**config.mk**
```make
export PLATFORM = sky130hd
export DESIGN_NAME = param_shift_reg
export DESIGN_NICKNAME = d
export VERILOG_FILES = /design/src/rtl/param_shift_pkg.sv /design/src/rtl/shift_stage_cell.sv /design/src/rtl/param_shift_reg.sv
export SDC_FILE = /design/constraint.sdc
export NUM_CORES = 1
export LEC_CHECK = 0
export BUFFER_PORTS_ARGS = -buffer_cell sky130_fd_sc_hd__buf_4
export CORE_MARGIN = 2
export CORE_UTILIZATION = 29
export CTS_CLUSTER_SIZE = 14
export DETAILED_ROUTE_END_ITERATION = 6
export GPL_ROUTABILITY_DRIVEN = 0
export PLACE_DENSITY = 0.5
export SYNTH_ARGS = -nofsm -noshare
export SYNTH_HDL_FRONTEND = slang
export SYNTH_SLANG_ARGS = --single-unit
```
**constraint.sdc**
```tcl
create_clock -name clk -period 2.23 [get_ports clk]
set_clock_uncertainty 0.2 [all_clocks]
set_input_delay 0.223 -clock clk [delete_from_list [all_inputs] [get_ports clk]]
set_output_delay 0.223 -clock clk [all_outputs]
set_load 0.005 [all_outputs]
```
**src/rtl/param_shift_pkg.sv**
```systemverilog
// Shared operation encodings for the parametrised shift register.
package param_shift_pkg;

  // Operation selected by the mode port when shift_en is high.
  typedef enum logic [1:0] {
    MODE_FWD  = 2'b00,
    MODE_REV  = 2'b01,
    MODE_ROT  = 2'b10,
    MODE_LOAD = 2'b11
  } mode_t;

endpackage : param_shift_pkg

```
**src/rtl/shift_stage_cell.sv**
```systemverilog
// One shift-register stage: WIDTH data bits plus a valid bit, with a
// next-state mux choosing left neighbour, right neighbour, load slice or hold.
module shift_stage_cell
  import param_shift_pkg::*;
#(
  parameter int WIDTH = 1
) (
  input  logic             clk,
  input  logic             reset,
  input  logic             en,
  input  mode_t            mode,
  input  logic [WIDTH-1:0] left_data,
  input  logic             left_valid,
  input  logic [WIDTH-1:0] right_data,
  input  logic             right_valid,
  input  logic [WIDTH-1:0] load_slice,
  output logic [WIDTH-1:0] data,
  output logic             valid
);

  logic [WIDTH-1:0] data_next;
  logic             valid_next;

  // Select the value this stage samples at the next edge.
  always_comb begin
    data_next  = data;
    valid_next = valid;
    if (en) begin
      unique case (mode)
        MODE_FWD, MODE_ROT: begin
          data_next  = left_data;
          valid_next = left_valid;
        end
        MODE_REV: begin
          data_next  = right_data;
          valid_next = right_valid;
        end
        MODE_LOAD: begin
          data_next  = load_slice;
          valid_next = 1'b1;
        end
        default: begin
          data_next  = data;
          valid_next = valid;
        end
      endcase
    end
  end

  // Stage register; reset clears both data and valid.
  always_ff @(posedge clk) begin
    if (reset) begin
      data  <= '0;
      valid <= 1'b0;
    end else begin
      data  <= data_next;
      valid <= valid_next;
    end
  end

endmodule : shift_stage_cell

```
**src/rtl/param_shift_reg.sv**
```systemverilog
// DEPTH-stage, WIDTH-bit multi-mode shift register (forward, reverse,
// rotate, parallel load) with per-stage valid tracking.
module param_shift_reg
  import param_shift_pkg::*;
#(
  parameter int WIDTH = 1,
  parameter int DEPTH = 4,
  parameter int CNT_W = $clog2(DEPTH + 1)
) (
  input  logic                   clk,
  input  logic                   reset,
  input  logic [WIDTH-1:0]       d,
  input  logic                   shift_en,
  input  logic [1:0]             mode,
  input  logic [WIDTH*DEPTH-1:0] load_data,
  output logic [WIDTH-1:0]       dout,
  output logic [WIDTH-1:0]       dout_lo,
  output logic                   dout_valid,
  output logic [WIDTH*DEPTH-1:0] q_all,
  output logic [CNT_W-1:0]       fill_count,
  output logic                   full
);

  mode_t                       op;
  logic [DEPTH-1:0][WIDTH-1:0] s;
  logic [DEPTH-1:0]            v;

  assign op = mode_t'(mode);

  // Chain of stages; open ends take d (valid 1), stage 0 wraps from the top on ROT.
  for (genvar gi = 0; gi < DEPTH; gi++) begin : g_stage
    logic [WIDTH-1:0] left_data;
    logic             left_valid;
    logic [WIDTH-1:0] right_data;
    logic             right_valid;

    if (gi == 0) begin : g_left_end
      assign left_data  = (op == MODE_ROT) ? s[DEPTH-1] : d;
      assign left_valid = (op == MODE_ROT) ? v[DEPTH-1] : 1'b1;
    end else begin : g_left_mid
      assign left_data  = s[gi-1];
      assign left_valid = v[gi-1];
    end

    if (gi == DEPTH - 1) begin : g_right_end
      assign right_data  = d;
      assign right_valid = 1'b1;
    end else begin : g_right_mid
      assign right_data  = s[gi+1];
      assign right_valid = v[gi+1];
    end

    shift_stage_cell #(
      .WIDTH(WIDTH)
    ) u_cell (
      .clk        (clk),
      .reset      (reset),
      .en         (shift_en),
      .mode       (op),
      .left_data  (left_data),
      .left_valid (left_valid),
      .right_data (right_data),
      .right_valid(right_valid),
      .load_slice (load_data[gi*WIDTH +: WIDTH]),
      .data       (s[gi]),
      .valid      (v[gi])
    );
  end

  // Occupancy: number of stages currently holding valid data.
  always_comb begin
    fill_count = '0;
    for (int i = 0; i < DEPTH; i++) begin
      fill_count = fill_count + CNT_W'(v[i]);
    end
  end

  assign full       = &v;
  assign dout       = s[DEPTH-1];
  assign dout_lo    = s[0];
  assign dout_valid = v[DEPTH-1];
  assign q_all      = s;

endmodule : param_shift_reg

```
==> results.py, run 1 <==
metrics = {
    "yosys": {
        "yosysUniqueCellTypes": 31,
        "yosys-top-cells-area": "dfxtp_1, ha_1, buf_6",
        "yosysMostFrequentCell": "dfxtp_1",
        "ys_ff_latch": 8,
        "ys.flop_type": "dfxtp_1",
        "synth_common_cells": "dfxtp_1, inv_1, nand2b_1, buf_4, nor2_1",
        "synth_top_area_cell": "dfxtp_1",
        "async_reset_ff_share_pct": 0,
        "ys_warn_count": 0,
        "synth_edf_count": 0,
        "synth_cells": 63,
        "ys_seq_area_share_pct": 28.07,
        "yosysTopAreaCellShare_pct": 28.07,
        "synth_area_um2": 570.5,
        "synth_fp_nets": 77,
        "synth.avg_cell_area_um2": 9.056,
    },
    "grt": {
        "grt_pass1_wl_um": 1869,
        "grt-ovfl-total": 0,
        "groute.usage.overall_pct": 10.39,
        "antenna_found_initial": 0,
        "grt_start_max_net_pins": 20,
        "grt_pass1_vias": 438,
    },
    "flow_run": {
        "max_cap_viol_count": 0,
    },
    "setup_path": {
        "r2r_start": "g_stage[1].u_cell.valid",
        "r2r-end": "g_stage[0].u_cell.valid",
        "rr_worst_depth": 3,
        "crit_path_end_kind": "primary output",
        "cp-startpoint": "g_stage[0].u_cell.valid",
        "arrival_ns": 1.74,
        "worstSetupStartpointType": "register",
        "cp_max_fo": 3,
        "crit_type": "reg -> out",
        "worst-r2r-setup-slack_ns": 1.07,
        "endpoint": "fill_count[1]",
        "cp_data_required_time_ns": 1.81,
    },
    "outcome": {
        "outcome": "complete, no violations",
    },
    "min_path": {
        "hold_class": "in -> reg",
        "min_path_cells": 2,
    },
    "timing": {
        "min_period_ns": 2.166,
        "relSlewSlack_pct": 80.37,
        "finalCritPeriodShare_pct": 97.15,
        "setup_tns_ns": 0,
        "holdWs_ns": 0.08237,
        "hold_violations": 0,
        "fin_ws_ns": 0.06366,
        "setup_viol": 0,
        "tightestPinTransition_ns": 0.2905,
        "drv_slew": 0,
        "max_freq_mhz": 461.6,
        "rsz0062_at_grt": "false",
    },
    "route": {
        "ant_nets": 0,
        "dr.pass1.iters": 4,
        "viasPerCell": 4.648,
        "vias": 502,
        "wl_per_cell_um": 11.07,
        "drt_iter0_drc": 6,
        "drc": 0,
        "drt-total-wl_um": 1196,
    },
    "placement": {
        "dp.final_hpwl_um": 852.4,
        "io_buffers": 20,
        "post-place-ws_ns": 0.1906,
        "placed_cell_area_um2": 681.9,
    },
    "layout": {
        "n_antenna_cell": 0,
        "area_delta_synth_final_pct": 32.46,
        "layout-drive-gt1-share_pct": 45.68,
        "post-route-cell-area_um2": 755.7,
        "fin_nets": 97,
        "n_fill_cell": 205,
        "postLayoutCoreUtil_pct": 39.74,
    },
    "floorplanning": {
        "die_h_um": 48.36,
        "dieArea_mm2": 0.002338,
        "core_area_mm2": 0.001902,
        "pin_count": 21,
        "initial_core_util_pct": 30.00,
        "die_width_um": 48.36,
        "rows": 16,
    },
    "cts": {
        "cts_tree": "done",
        "numCtsBuffers": 3,
        "numClockSinks": 8,
        "clkTransAtPathRegs_ns": 0.06,
        "cts_root_buf": "clkbuf_4",
        "clock_latency_ns": 0.25,
        "clock_path_buffers": 2,
        "h-tree-depth": 1,
    },
    "pwr": {
        "p_leak_uw": 0.0003498,
        "power_density_mw_per_mm2": 506.7,
        "ir_worst_vdd_uv": 308.5,
    },
}
-- through the flow --
stage	total power (uW)	std cells
2_1_floorplan	230.4	63
5_1_grt	411.3	108
3_3_place_gp	264.7	101
4_1_cts	383.4	105
3_5_place_dp	266.2	101
6_report	383.0	108
-- critical path, stage by stage, from the launching register on --
cell,delay (ns)
dfxtp_2,0.35
inv_2,0.04
fa_1,0.53
inv_1,0.04
ha_2,0.17
ha_4,0.23
buf_4,0.13
-- what timing repair did --
action | 4_1_cts | 5_1_grt
setup buffers | 1 | 2
endpoints found under the setup margin | 1 | 1
pin swaps | 0 | 2
hold buffers | 0 | 1
hold endpoints to repair | 0 | 1
gates resized for setup | 3 | 4
-- layer usage --
layer  global-route usage, %  part of all wire [%]  vias up  routed length, um
li1                        -                     -      253                  -
met1                   11.88                    45      234                538
met2                   16.44                    48       13                577
met3                   2.469                   5.6        2                 67
met4                   8.571                   1.0        0                 12
met5                       0                     0        -                  0
-- area by class of cell --
class / instances / area (um^2) / area share (%)
multi-input cells: 41 / 334.1 / 44.21
repair buffers: 24 / 182.7 / 24.17
flip-flops and latches: 8 / 163.9 / 21.69
well taps: 27 / 33.78 / 4.470
clock buffers: 3 / 22.52 / 2.980
inverters: 5 / 18.77 / 2.483
-- cells in the final DEF (no fill, tap or decap), drive strengths merged --
cell type	count
a211oi	1
a21o	2
a21oi	4
a31oi	1
and3	1
and4bb	1
buf	23
clkbuf	3
dfxtp	8
dlygate4sd3	1
fa	1
ha	3
inv	5
mux2i	3
nand2	1
nand2b	5
nand3	1
nand4	1
nor2	4
nor2b	1
nor3b	2
nor4	1
nor4b	1
nor4bb	1
o211a	1
o21ai	3
o221ai	1
o22ai	1
-- flip-flops by register name, summed over array words and instances, names as in the netlist --
register / count
g_stage.u_cell.valid: 4
g_stage.u_cell.data: 4
-- cell families (layout without fill, tap and decap cells) --
family | Yosys count | after routing | share of synthesized area, %
AOI/OAI and AO/OA | 14 | 14 | 16.23
adders and majority gates | 4 | 4 | 10.09
buffers and inverters | 14 | 32 | 16.01
DFF | 8 | 8 | 28.07
muxes | 3 | 3 | 5.263
and+or+nand+nor | 20 | 20 | 24.34
-- worst min-delay path by stage --
stage	from	to	slack, ns
after floorplan	g_stage[2].u_cell.data	g_stage[2].u_cell.data	0.27
after global placement	reset	g_stage[1].u_cell.data	0.27
after detailed placement	reset	g_stage[1].u_cell.data	0.27
after CTS	reset	g_stage[1].u_cell.data	0.002
after global routing	shift_en	g_stage[3].u_cell.valid	0.1
final	shift_en	g_stage[3].u_cell.valid	0.08
-- report_power, final --
part | switching [uW] | internal (uW)
clock | 48.5 | 61.6
sequential | 10.5 | 154
combinational | 45.6 | 62.4
total | 105 | 278
(Power assumes the default switching activity.)
==> run 2, diff against run 1 <==
==> constraint.sdc (replaced) <==
create_clock -name clk -period 2.23 [get_ports clk]
set_clock_uncertainty 0.2 [all_clocks]
set_input_delay 0.223 -clock clk [delete_from_list [all_inputs] [get_ports clk]]
set_output_delay 0.223 -clock clk [all_outputs]
set_load 0.01 [all_outputs]
==> results.py, run 2 (synthesized netlist as in run 1, its figures left out) <==
metrics = {
    "timing": {
        "hold_violations": 0,
        "max_freq_mhz": 462.7,
        "drv_slew": 0,
        "min_period_ns": 2.161,
        "relSlewSlack_pct": 80.36,
        "finalCritPeriodShare_pct": 96.92,
        "rsz0062_at_grt": "false",
        "tightestPinTransition_ns": 0.2906,
        "setup_viol": 0,
        "setup_tns_ns": 0,
    },
    "setup_path": {
        "cp_max_fo": 3,
        "crit_type": "reg -> out",
        "rr_worst_depth": 3,
        "crit_path_end_kind": "primary output",
        "worstSetupStartpointType": "register",
        "crit_path_max_incr_delay_ns": 0.53,
        "path_cells": "inv_2, fa_1, inv_1, ha_2, ha_4, buf_6",
        "r2r-end": "g_stage[0].u_cell.valid",
        "cp_data_required_time_ns": 1.81,
        "arrival_ns": 1.74,
        "cp_slowest_cell": "fa_1",
        "r2r_start": "g_stage[1].u_cell.valid",
        "worst-r2r-setup-slack_ns": 1.07,
    },
    "route": {
        "wl_per_cell_um": 11.41,
        "dr.pass1.iters": 4,
        "drt_iter0_drc": 6,
        "drt-total-wl_um": 1232,
        "drc": 0,
        "vias": 505,
        "ant_nets": 0,
        "viasPerCell": 4.676,
    },
    "grt": {
        "grt_start_max_net_pins": 20,
        "grt-ovfl-total": 0,
        "antenna_found_initial": 0,
        "grt_pass1_wl_um": 1897,
        "groute.usage.overall_pct": 10.52,
        "grt_pass1_vias": 446,
    },
    "pwr": {
        "power_density_mw_per_mm2": 517.2,
        "ir_worst_vdd_uv": 307.7,
        "power.share.sequential_pct": 41.9,
        "p_int_uw": 280.9,
        "switching_share_pct": 28.49,
        "combPwrFrac_pct": 30.0,
        "clock_power_share_pct": 28.0,
        "p_leak_uw": 0.0003507,
        "p_sw_uw": 111.9,
    },
    "cts": {
        "cts_tree": "done",
        "cts_root_buf": "clkbuf_4",
        "clock_latency_ns": 0.25,
        "h-tree-depth": 1,
        "numCtsBuffers": 3,
        "clkTransAtPathRegs_ns": 0.06,
        "numClockSinks": 8,
        "clock_path_buffers": 2,
    },
    "floorplanning": {
        "initial_core_util_pct": 30.00,
        "rows": 16,
        "core_area_mm2": 0.001902,
        "dieArea_mm2": 0.002338,
        "die_width_um": 48.36,
        "die_h_um": 48.36,
        "pin_count": 21,
    },
    "layout": {
        "reg_top3": "g_stage.u_cell.data (4), g_stage.u_cell.valid (4)",
        "instances_no_fill": 108,
        "layout-drive-gt1-share_pct": 45.68,
        "fin_nets": 97,
        "final_common_cell": "buf_4",
        "final_cell_mix": "buf_4, nand2b_1, dfxtp_1",
        "n_antenna_cell": 0,
        "postLayoutCoreUtil_pct": 39.93,
        "area_delta_synth_final_pct": 33.11,
    },
    "placement": {
        "io_buffers": 20,
        "dp.final_hpwl_um": 852.4,
        "dp.cells": 101,
    },
    "outcome": {
        "outcome": "complete, no violations",
    },
    "min_path": {
        "hold_start": "shift_en",
        "min_to": "g_stage[3].u_cell.valid",
        "min_path_cells": 2,
        "hold_class": "in -> reg",
    },
    "flow_run": {
        "max_cap_viol_count": 0,
    },
}
run 2: cell count changes in the layout (fill, tap and decap cells not counted):
cell | previous run | this run
buf_4 | 23 | 22
buf_6 | 0 | 1
run 2: final cells by class:
type,count,area [um^2]
fillers,209,1142
inverters,5,18.77
flip-flops and latches,8,163.9
repair buffers,24,186.4
clock buffers,3,22.52
well taps,27,33.78
multi-input cells,41,334.1
run 2: what timing repair did:
item / CTS / global route
pin swaps: 0 / 2
setup buffers: 2 / 1
hold endpoints to repair: 0 / 1
hold buffers: 0 / 1
endpoints found under the setup margin: 2 / 1
resized for setup: 3 / 5
run 2: critical path: cells and delay by family, from the launching register on:
| kind | cells | cell delay [ns] |
|---|---|---|
| buffers and inverters | 3 | 0.20 |
| flip-flops | 1 | 0.35 |
| adder cells (fa/ha/maj) | 3 | 0.93 |
run 2: stage by stage:
step           setup WS [ns]  cell area, um^2  hold WS [ns]  total power, uW
2_1_floorplan         0.2899            570.5        0.2713            238.4
3_5_place_dp          0.1823            681.9        0.2702            273.1
4_1_cts             0.009780            723.2      0.002111            392.0
5_1_grt              0.02261            759.5       0.09935            420.8
3_3_place_gp          0.2312            681.9        0.2699            271.6
6_report             0.06872            759.5       0.08263            392.8
run 2: routing by layer:
layer / part of all wire [%] / global-route usage (%) / routed length, um / vias up
li1: - / - / - / 254
met4: 0.97 / 8.571 / 12 / 0
met5: 0 / 0 / 0 / -
met1: 44 / 11.88 / 544 / 236
met3: 5.2 / 2.469 / 64 / 2
met2: 50 / 16.90 / 611 / 13
run 2: worst max path at each step:
stage,slack [ns],endpoint,cells after the start,from
after floorplan,0.29,fill_count[1],5,g_stage[3].u_cell.valid
after global placement,0.23,fill_count[1],6,g_stage[1].u_cell.valid
after detailed placement,0.18,fill_count[1],6,g_stage[3].u_cell.valid
after CTS,0.01,fill_count[1],6,g_stage[3].u_cell.valid
after global routing,0.02,fill_count[1],6,g_stage[0].u_cell.valid
final,0.07,fill_count[1],6,g_stage[0].u_cell.valid
run 2: power by group through the flow:
stage | Clock, uW | Combinational [uW] | Sequential [uW]
5_1_grt | 124 | 130 | 166
4_1_cts | 117 | 110 | 165
3_5_place_dp | 0 | 104 | 169
2_1_floorplan | 0 | 71.3 | 167
3_3_place_gp | 0 | 103 | 169
6_report | 110 | 118 | 165
